<file path="config.mk">
export PLATFORM = sky130hd
export DESIGN_NAME = sram_port_arbiter
export DESIGN_NICKNAME = d
export VERILOG_FILES = /design/src/rtl/sram_pkg.sv /design/src/rtl/sram_port_arbiter_rr_pick2.sv /design/src/rtl/sram_port_arbiter.sv
export SDC_FILE = /design/constraint.sdc
export NUM_CORES = 1
export LEC_CHECK = 0
export ABC_AREA = 1
export CAP_MARGIN = 20
export CORE_AREA = 2 2 239 241
export CTS_CLUSTER_SIZE = 8
export DETAILED_ROUTE_END_ITERATION = 8
export DIE_AREA = 0 0 241 243
export GPL_ROUTABILITY_DRIVEN = 0
export GPL_TIMING_DRIVEN = 0
export MAX_ROUTING_LAYER = met4
export PLACE_DENSITY_LB_ADDON = 0.1
export RECOVER_POWER = 100
export SLEW_MARGIN = 20
export SYNTH_ARGS = -nofsm -noshare
export SYNTH_HDL_FRONTEND = slang
export SYNTH_SLANG_ARGS = --single-unit
</file>
<file path="constraint.sdc">
create_clock -name clk -period 2.1 [get_ports clk]
set_clock_uncertainty 0.2 [all_clocks]
set_input_delay 0.42 -clock clk [delete_from_list [all_inputs] [get_ports clk]]
set_output_delay 0.42 -clock clk [all_outputs]
set_load 0.01 [all_outputs]
</file>
<file path="src/rtl/sram_pkg.sv">
// Shared types for the data-side SRAM port arbiter: master ids and the
// request bundle at the default bus widths.
package sram_pkg;

  localparam int SRAM_ADDR_W = 64;
  localparam int SRAM_DATA_W = 64;
  localparam int SRAM_STRB_W = SRAM_DATA_W / 8;

  typedef struct packed {
    logic [SRAM_ADDR_W-1:0] addr;
    logic [SRAM_DATA_W-1:0] wdata;
    logic [SRAM_STRB_W-1:0] wstrb;
  } sram_req_t;

  typedef enum logic {
    M0 = 1'b0,
    M1 = 1'b1
  } master_id_e;

  function automatic master_id_e other_master(input master_id_e m);
    return (m == M0) ? M1 : M0;
  endfunction

endpackage

</file>
<file path="src/rtl/sram_port_arbiter_rr_pick2.sv">
// Two-way round-robin pick with a hold limit; purely combinational, the
// history registers live in the caller.
module rr_pick2
  import sram_pkg::*;
#(
  parameter int MAX_HOLD = 4,
  parameter int HOLD_W   = $clog2(MAX_HOLD + 1)
) (
  input  logic [1:0]        req,
  input  master_id_e        last_winner,
  input  logic [HOLD_W-1:0] hold_cnt,
  output logic [1:0]        gnt
);

  localparam logic [HOLD_W-1:0] HOLD_LIM = HOLD_W'(MAX_HOLD);

  logic       keep;
  master_id_e winner;

  // A zero count means the streak was broken (idle or reset), so the other
  // master gets the next contest; this is what hands M0 the first one.
  assign keep = (hold_cnt != '0) && (hold_cnt < HOLD_LIM);

  always_comb begin
    gnt    = 2'b00;
    winner = keep ? last_winner : other_master(last_winner);
    unique case (req)
      2'b01:   gnt = 2'b01;
      2'b10:   gnt = 2'b10;
      2'b11:   gnt = (winner == M1) ? 2'b10 : 2'b01;
      default: gnt = 2'b00;
    endcase
  end

endmodule

</file>
<file path="src/rtl/sram_port_arbiter.sv">
// Shares one 1-cycle-latency SRAM port between the pipeline data port (M0)
// and a secondary master (M1), routing read data back to the issuing master.
module sram_port_arbiter
  import sram_pkg::*;
#(
  parameter int LEN_ADDR = 64,
  parameter int LEN_DATA = 64,
  parameter int MAX_HOLD = 4
) (
  input  logic                  clk,
  input  logic                  rstn,
  input  logic                  m0_req,
  input  logic [LEN_ADDR-1:0]   m0_addr,
  input  logic [LEN_DATA-1:0]   m0_wdata,
  input  logic [LEN_DATA/8-1:0] m0_wstrb,
  output logic                  m0_gnt,
  output logic                  m0_rvalid,
  output logic [LEN_DATA-1:0]   m0_rdata,
  input  logic                  m1_req,
  input  logic [LEN_ADDR-1:0]   m1_addr,
  input  logic [LEN_DATA-1:0]   m1_wdata,
  input  logic [LEN_DATA/8-1:0] m1_wstrb,
  output logic                  m1_gnt,
  output logic                  m1_rvalid,
  output logic [LEN_DATA-1:0]   m1_rdata,
  output logic [LEN_ADDR-1:0]   s_addra,
  output logic [LEN_DATA-1:0]   s_dina,
  output logic                  s_ena,
  output logic [LEN_DATA/8-1:0] s_wea,
  input  logic [LEN_DATA-1:0]   s_douta
);

  localparam int LEN_STRB = LEN_DATA / 8;
  localparam int HOLD_W   = $clog2(MAX_HOLD + 1);
  localparam logic [HOLD_W-1:0] HOLD_LIM = HOLD_W'(MAX_HOLD);

  logic [1:0]        req;
  logic [1:0]        gnt;
  logic              any_gnt;
  logic              is_read;
  master_id_e        cur_winner;
  master_id_e        last_winner;
  master_id_e        rd_owner;
  logic [HOLD_W-1:0] hold_cnt;
  logic              rd_pend;

  // Masking with rstn keeps the port quiet for the whole reset window.
  assign req = {m1_req, m0_req} & {2{rstn}};

  rr_pick2 #(
    .MAX_HOLD (MAX_HOLD),
    .HOLD_W   (HOLD_W)
  ) u_pick (
    .req         (req),
    .last_winner (last_winner),
    .hold_cnt    (hold_cnt),
    .gnt         (gnt)
  );

  assign m0_gnt     = gnt[0];
  assign m1_gnt     = gnt[1];
  assign any_gnt    = |gnt;
  assign cur_winner = gnt[1] ? M1 : M0;

  always_comb begin
    s_ena   = any_gnt;
    s_addra = '0;
    s_dina  = '0;
    s_wea   = '0;
    if (gnt[0]) begin
      s_addra = m0_addr;
      s_dina  = m0_wdata;
      s_wea   = m0_wstrb;
    end else if (gnt[1]) begin
      s_addra = m1_addr;
      s_dina  = m1_wdata;
      s_wea   = m1_wstrb;
    end
  end

  assign is_read = any_gnt && (s_wea == LEN_STRB'(0));

  always_ff @(posedge clk or negedge rstn) begin
    if (!rstn) begin
      last_winner <= M1;
      hold_cnt    <= '0;
      rd_pend     <= 1'b0;
      rd_owner    <= M0;
    end else begin
      rd_pend <= is_read;
      if (any_gnt) begin
        rd_owner    <= cur_winner;
        last_winner <= cur_winner;
        if (cur_winner != last_winner) begin
          hold_cnt <= HOLD_W'(1);
        end else if (hold_cnt != HOLD_LIM) begin
          hold_cnt <= hold_cnt + HOLD_W'(1);
        end
      end else begin
        hold_cnt <= '0;
      end
    end
  end

  assign m0_rvalid = rd_pend && (rd_owner == M0);
  assign m1_rvalid = rd_pend && (rd_owner == M1);
  assign m0_rdata  = m0_rvalid ? s_douta : '0;
  assign m1_rdata  = m1_rvalid ? s_douta : '0;

endmodule

</file>
### After elaboration in Yosys (flattened, before gate mapping)

Cells that the tools add are included.

* logic and storage cells: 37
* output and inout port bits: 269
* bits of input ports: 340
* flip-flop bits (word level): 6

* eq/ne operators: 6
* $add $sub $neg: 1
* $lt $le $gt $ge: 1
* reduce and logical (&&, ||, !) cells: 7
* bitwise gates (word level): 2
* muxes and demuxes: 16

Operators with widths (number)
* $mux 64: 6
* $mux 8: 2
* $mux 3: 3
* $logic_not 8->1: 1
* $pmux 2 s3: 1
* $eq 2x2->1 const B: 2
* $logic_and 1x1->1: 4
* $add 3x1->3 const B: 1
* $lt 3x3->1 const B: 1
* $mux 1: 3
* $ne 3x1->1 const B: 1
* $ne 3x3->1 const B: 1
* $reduce_bool 3->1: 1
* $and 2x2->2: 1
* $eq 2x1->1 const B: 1
* $mux 2: 1
* $reduce_or 2->1: 1
* $ne 1x1->1: 1
* $not 1->1: 1

### Depth between registers and ports, before layout

Gate-level depths: netlist of the first run.

* word-level depth: 9
* gate-level depth with buffers: 13
* gate-level depth less buffers: 12

### Modules after synthesis

From an unflattened synthesis of the first run, not the netlist that was laid out.

* cells, all modules: 451
* area, all modules: 2685.1 um2

By module, submodules not included
* sram_port_arbiter: cells each 433, times used 1, sequential area each 151.4 um2, area each 2606.2 um2
* rr_pick2: cells each 18, times used 1, sequential area each 0.0 um2, area each 78.8 um2

### Worst setup path before layout of the first run

Ideal clock, no wire load.

* path kind: register -> output
* start point: register hold_cnt[0]
* end point: output s_dina[44]
* cell stages (with the launch flop): 12
* arrival time: 1.575 ns
* path buffers: 2
* path slack: -0.095 ns
* data required time: 1.480 ns
* cell sequence: dfrtp_1 -> inv_1 -> ha_1 -> nor2_1 -> nand2_2 -> nand2_2 -> nand2_4 -> nand2_4 -> inv_2 -> buf_6 -> buf_4 -> a22o_1

* cells in the longest elaborated chain, start to end: 7
* elaborated cells on any way between the ends: 8
* classes of those cells: order compare (1); mux (5); reduce/logical (2)

RTL lines
* start, declared: RTL line sram_port_arbiter.sv:44 `logic [HOLD_W-1:0] hold_cnt;`
* start signal, assigned: RTL line sram_port_arbiter.sv:97 `hold_cnt <= hold_cnt + HOLD_W'(1);`
* $lt 3x3->1 or $reduce_bool 3->1 (tied branches): RTL line sram_port_arbiter_rr_pick2.sv:22 `assign keep = (hold_cnt != '0) && (hold_cnt < HOLD_LIM);`
* $logic_and 1x1->1 *: RTL line sram_port_arbiter_rr_pick2.sv:22
* $mux 1 *: RTL line sram_port_arbiter_rr_pick2.sv:26 `winner = keep ? last_winner : other_master(last_winner);`
* $mux 2 *: RTL line sram_port_arbiter_rr_pick2.sv:30 `2'b11: gnt = (winner == M1) ? 2'b10 : 2'b01;`
* $pmux 2 s3 *: RTL line sram_port_arbiter_rr_pick2.sv:27 `unique case (req)`
* $mux 64: RTL line sram_port_arbiter.sv:74 `end else if (gnt[1]) begin`
* $mux 64 *: RTL line sram_port_arbiter.sv:70 `if (gnt[0]) begin`
* end, declared: RTL line sram_port_arbiter.sv:27 `output logic [LEN_DATA-1:0] s_dina,`

Mark *: on every way between the ends. The rest lies on a longest branch, timed or not.

### Worst setup path in the final report of the first run

* start point: register hold_cnt[1]
* end point: output s_dina[34]

Same word-level chain as after synthesis.

==> results.json, run 1 <==
{
  "status": "finished with violations",
  "failed_checks": "setup timing",
  "path_class": "flop to primary output",
  "ys_seq_elements": 6,
  "yosysTopAreaCell": "a22o_1",
  "num_vias": 5893,
  "synth_area_um2": 2709,
  "fin_area_um2": 10440,
  "crit_fanout": 5,
  "tns_ps": -70460,
  "p_sw_uw": 1211,
  "critPathSlowestCell": "dfrtp_1",
  "fp-row-count": 87,
  "hpwl_um": 33700,
  "post-route-util": 0.1866,
  "yosysSeqAreaShare": 0.05589,
  "rsz0062_at_grt": "true",
  "grt_start_max_net_pins": 11,
  "htree_levels": 1,
  "grt_pass1_wl_um": 50380,
  "antenna_found_initial": 13,
  "holdCritPathClass": "flop to flop",
  "place_inst": 1808,
  "timing.final.ws_setup_ps": -598.6,
  "setup_viol_count_final": 140,
  "comb_power_share": 0.850,
  "crit_chain": "inv_2, ha_4, o21ai_4, buf_6, nand2_4, nand2_8, nand2_8, inv_12, buf_16, buf_8, buf_6, a22o_1, buf_6",
  "cts_buffer_depth": 2,
  "startpoint_type": "flop",
  "drive_above_1_share": 0.3167,
  "period_share": 1.285,
  "synth_fp_nets": 786,
  "worst_pin_slew_ps": 614.8,
  "max_freq_mhz": 370.6,
  "die_area_um2": 58560,
  "wl_per_cell_um": 20.85,
  "die_h_um": 243,
  "vdd_ir_drop_max_uv": 129.0,
  "drv_cap": 0,
  "fin_cells": 1874,
  "path_clk_slew_ps": 30,
  "grt_usage": 0.1268,
  "ioPinCount": 609,
  "syn2layout_area_growth_pct": 285.4,
  "max-slew-margin-rel": 0.5858,
  "cts_sinks": 6,
  "syn_inst": 444,
  "numCtsBuffers": 3,
  "yosysTopAreaCellShare": 0.4139,
  "layout_common_cells": "336 x clkdlybuf4s50_1, 127 x nor2_1, 114 x a22o_1",
  "power_density_nw_per_um2": 296.8,
  "sequentialPowerShare": 0.047,
  "final_common_cell": "clkdlybuf4s50_1",
  "clkPwrFrac": 0.104,
  "internal_power_uw": 1887,
  "drt_pre_antenna_iters": 4,
  "die_w_um": 241,
  "dp_slack_ps": -1869,
  "switching_share": 0.3910,
  "synth_cell_types": 24,
  "grt_pass1_vias": 6364,
  "cp-end-kind": "primary output",
  "cp.arrival_ps": 2080,
  "yosys_warnings": 0,
  "drtAntennaViolNets": 0,
  "cts_tree": "built",
  "cp_slowest_stage_delay_ps": 370,
  "drtIter0Drc": 123,
  "cp.required_ps": 1480,
  "nets": 1445,
  "drc": 0,
  "fin_crit_ps": 2699,
  "syn_area_per_cell_um2": 6.101,
  "hold_viol": 0,
  "placed_cell_area_um2": 9766,
  "clock_latency_ps": 230,
  "p_leak_uw": 0.005015,
  "start_util": 0.04841,
  "cts_root_buf": "clkbuf_16",
  "grt_overflow": 0,
  "via_per_inst": 3.145,
  "finalMaxSlewViolations": 0,
  "drt_wl_total_um": 39070,
  "synthTopCellsByArea": "a22o_1 41%, nor2_1 19%, inv_1 10%",
  "core_area_um2": 55950,
  "path_common_cell": "buf_6",
  "port_buffers": 608
}
-- power groups by stage --
stage               sequential, uW  clock, uW  combinational [uW]
floorplan                      141          0                 776
global placement               144          0                2440
detailed placement             143          0                2430
CTS                            143        326                2510
global route                   147        335                2810
finish                         145        321                2630
-- sequential cells by signal, summed over array words and instances, names as in the netlist --
name / flops
hold_cnt: 3
last_winner: 1
rd_owner: 1
rd_pend: 1
-- final cells by class --
cell class	instances	area (um^2)
Inverter	78	319.1
Multi-Input combinational cell	318	2277
Clock buffer	4	78.83
Buffer	37	515.5
Sequential cell	6	151.4
Tap cell	756	945.9
Timing Repair Buffer	659	6111
Fill cell	6465	45510
Antenna cell	16	40.04
-- synthesized netlist by cell type, drive strengths merged --
cell type  instances
dfrtp              5
clkbuf            14
nand3             15
xor2               1
and2               1
nor2             140
nand3b             1
ha                 2
dfstp              1
nand2             24
clkinv             1
buf               28
a22o             128
inv               77
o21ai              6
-- per-layer routing --
metal | vias up | track usage | wire length (um)
met5 | - | - | 0
met4 | 0 | 0.01616 | 556
met3 | 19 | 0.04299 | 3765
met2 | 345 | 0.2333 | 19990
met1 | 2684 | 0.1329 | 14750
li1 | 2845 | - | -
-- per-stage QoR --
step	power [uW]	hold WS, ps
6_report	3098	390.5
5_1_grt	3295	424.5
4_1_cts	2976	362.6
3_5_place_dp	2569	346.2
3_3_place_gp	2584	353.6
2_1_floorplan	917.3	-75.59
-- logic make-up (layout without fill, tap and decap cells) --
family,after synthesis,in the layout,synth area share
flops,6,6,0.05589
simple gates,181,181,0.2730
compound gates,134,134,0.4263
buf+inv,120,778,0.2323
xor+xnor,1,1,0.003234
other cells,0,16,0
fa+ha+maj,2,2,0.009236
-- path summary, 6_finish.rpt --
path | start | end | slack [ps] | depth (start not counted)
min | last_winner | last_winner | 390 | 2
min reg2reg | last_winner | last_winner | 390 | 2
min in group asynchronous | rstn | hold_cnt[0] | 420 | 2
max | hold_cnt[1] | s_dina[34] | -600 | 13
max in group asynchronous | rstn | rd_owner | 1070 | 2
max reg2reg | hold_cnt[1] | rd_pend | -180 | 15
-- worst max-delay path: cells and delay by family (launching register included) --
kind,cells,cell delay [ps]
and+or+nand+nor,3,210
DFF,1,370
adders and majority gates,1,180
buffers and inverters,7,770
AOI/OAI and AO/OA,2,300
-- timing repair --
| action | CTS | global route |
|---|---|---|
| endpoints found under the hold margin | 5 | 0 |
| pin swaps | 14 | 29 |
| hold buffers | 2 | 0 |
| endpoints found under the setup margin | 275 | 221 |
| resized for setup | 945 | 221 |
| setup buffers | 18 | 26 |
| gates cloned | 4 | 2 |
No activity file was read; power rests on OpenSTA's default activity.
==> inputs of run 2 (changes only) <==
==> constraint.sdc (replaced) <==
create_clock -name clk -period 3 [get_ports clk]
set_clock_uncertainty 0.2 [all_clocks]
set_input_delay 0.6 -clock clk [delete_from_list [all_inputs] [get_ports clk]]
set_output_delay 0.6 -clock clk [all_outputs]
set_load 0.01 [all_outputs]
==> run 2 against run 1 <==
Against the previous run: the flow now finishes without violations; register-to-register slack better by 1100 ps; cell count is 2.7% lower; critical path depth is 2 lower.
==> results.json, run 2 (synthesized netlist as in run 1, its figures left out) <==
{
  "power_density_nw_per_um2": 193.7,
  "fin_crit_ps": 2918,
  "cp-startpoint": "hold_cnt[0]",
  "regArea_um2": 151.4,
  "die_area_um2": 58560,
  "hold_viol": 0,
  "crit_cells": 11,
  "p_total_uw": 1878,
  "cp_slowest_stage_delay_ps": 360,
  "drtIter0Drc": 120,
  "multi_input_area_um2": 2046,
  "top_layer": "met4",
  "via_per_inst": 2.976,
  "grt_pass1_wl_um": 41630,
  "top_register": "hold_cnt",
  "numCtsBuffers": 3,
  "syn2layout_area_growth_pct": 258.1,
  "tns_ps": 0,
  "drc": 0,
  "nets": 1409,
  "layout_common_cells": "473 x clkdlybuf4s50_1, 138 x nor2_1, 121 x a22o_1",
  "critPathSlowestCell": "dfrtp_1",
  "largest_reg_flops": 3,
  "antenna_found_initial": 2,
  "crit_chain": "inv_2, ha_4, o21ai_4, buf_6, nand3_4, nand2_4, inv_6, buf_16, buf_12, a22o_1, clkdlybuf4s15_2",
  "cp.required_ps": 2200,
  "drt-met1-wl_um": 12570,
  "drt_wl_total_um": 31890,
  "cts_tree": "built",
  "path_clk_slew_ps": 30,
  "crit_buf_inv": 6,
  "hpwl_um": 27750,
  "final_common_cell": "clkdlybuf4s50_1",
  "critPathCapture": "s_dina[17]",
  "cts_buffer_depth": 2,
  "drive_above_1_share": 0.1614,
  "num-fill-cells": 6420,
  "grt_overflow": 0,
  "cp_top_family": "buffers and inverters",
  "cp-end-kind": "primary output",
  "drv_cap": 0,
  "die_w_um": 241,
  "status": "finished, final reports clean",
  "cp.arrival_ps": 2120,
  "route.met2.wl_um": 17310,
  "worst_pin_slew_ps": 514.1,
  "num_vias": 5428,
  "period_share": 0.9728,
  "drt_pre_antenna_iters": 5,
  "grt_pass1_vias": 5476,
  "vdd_ir_drop_max_uv": 213.8,
  "max-slew-margin-rel": 0.6572,
  "clock_latency_ps": 230,
  "drtAntennaViolNets": 0,
  "p_leak_uw": 0.004312,
  "max_freq_mhz": 342.6,
  "ioPinCount": 609,
  "grt_usage": 0.1014,
  "r2r_end": "rd_pend",
  "cts_sinks": 6,
  "rsz0062_at_grt": "true",
  "startpoint_type": "flop",
  "reg2reg_from": "hold_cnt[0]",
  "holdCritPathClass": "primary input to async pin",
  "grt_start_max_net_pins": 11,
  "wl_per_cell_um": 17.48,
  "holdWs_ps": 18.39,
  "start_util": 0.04841,
  "reg2reg_depth": 14,
  "core_area_um2": 55950,
  "finalMaxSlewViolations": 0,
  "cts_root_buf": "clkbuf_16",
  "path_class": "flop to primary output",
  "setup_viol_count_final": 0,
  "routed-wl-met3_um": 1937,
  "fp-row-count": 87,
  "crit_fanout": 10,
  "htree_levels": 1,
  "port_buffers": 608,
  "die_h_um": 243,
  "reg2reg_slack_ps": 890
}
## run 2: power breakdown
group	total (uW)	internal [uW]	switching (uW)
clock network	222	176	45.7
registers	101	92.4	8.61
logic	1560	894	662
## run 2: layer usage
layer | vias to the layer above | GRT usage
li1 | 2750 | -
met1 | 2431 | 0.1128
met2 | 241 | 0.1955
met3 | 6 | 0.01797
met4 | 0 | 0.001997
met5 | - | -
## run 2: area by class of cell
type | count | share of cell area
inverter | 78 | 0.03199
multi-input combinational | 318 | 0.2109
clock buffer | 4 | 0.008127
antenna | 2 | 0.0005160
buffer | 42 | 0.04644
tap | 756 | 0.09752
timing repair buffer | 618 | 0.5889
sequential | 6 | 0.01561
## run 2: worst min path at each step
stage | to | from | slack (ps) | cells past startpoint
2_1_floorplan | hold_cnt[0] | rstn | 100 | 0
3_3_place_gp | last_winner | last_winner | 350 | 2
3_5_place_dp | last_winner | last_winner | 350 | 2
4_1_cts | hold_cnt[1] | rstn | 30 | 1
5_1_grt | hold_cnt[1] | rstn | 30 | 1
6_report | rd_owner | rstn | 20 | 1
## run 2: timing repair
| item | in CTS | in global routing |
|---|---|---|
| endpoints found under the setup margin | 239 | 152 |
| setup buffers | 6 | 2 |
| gates cloned | 2 | 0 |
| pin swaps | 7 | 8 |
| gates resized for setup | 325 | 104 |
| hold buffers | 0 | 0 |
## run 2: per-stage QoR
step | setup WS (ps) | instance area, um^2 | std cells | utilization
2_1_floorplan | 625.1 | 2709 | 444 | -
3_3_place_gp | -1160 | 9741 | 1808 | 0.1741
3_5_place_dp | -1147 | 9741 | 1808 | 0.1741
4_1_cts | -0.6077 | 10030 | 1820 | 0.1793
5_1_grt | -34.78 | 9699 | 1824 | 0.1734
6_report | 81.54 | 9699 | 1824 | 0.1734
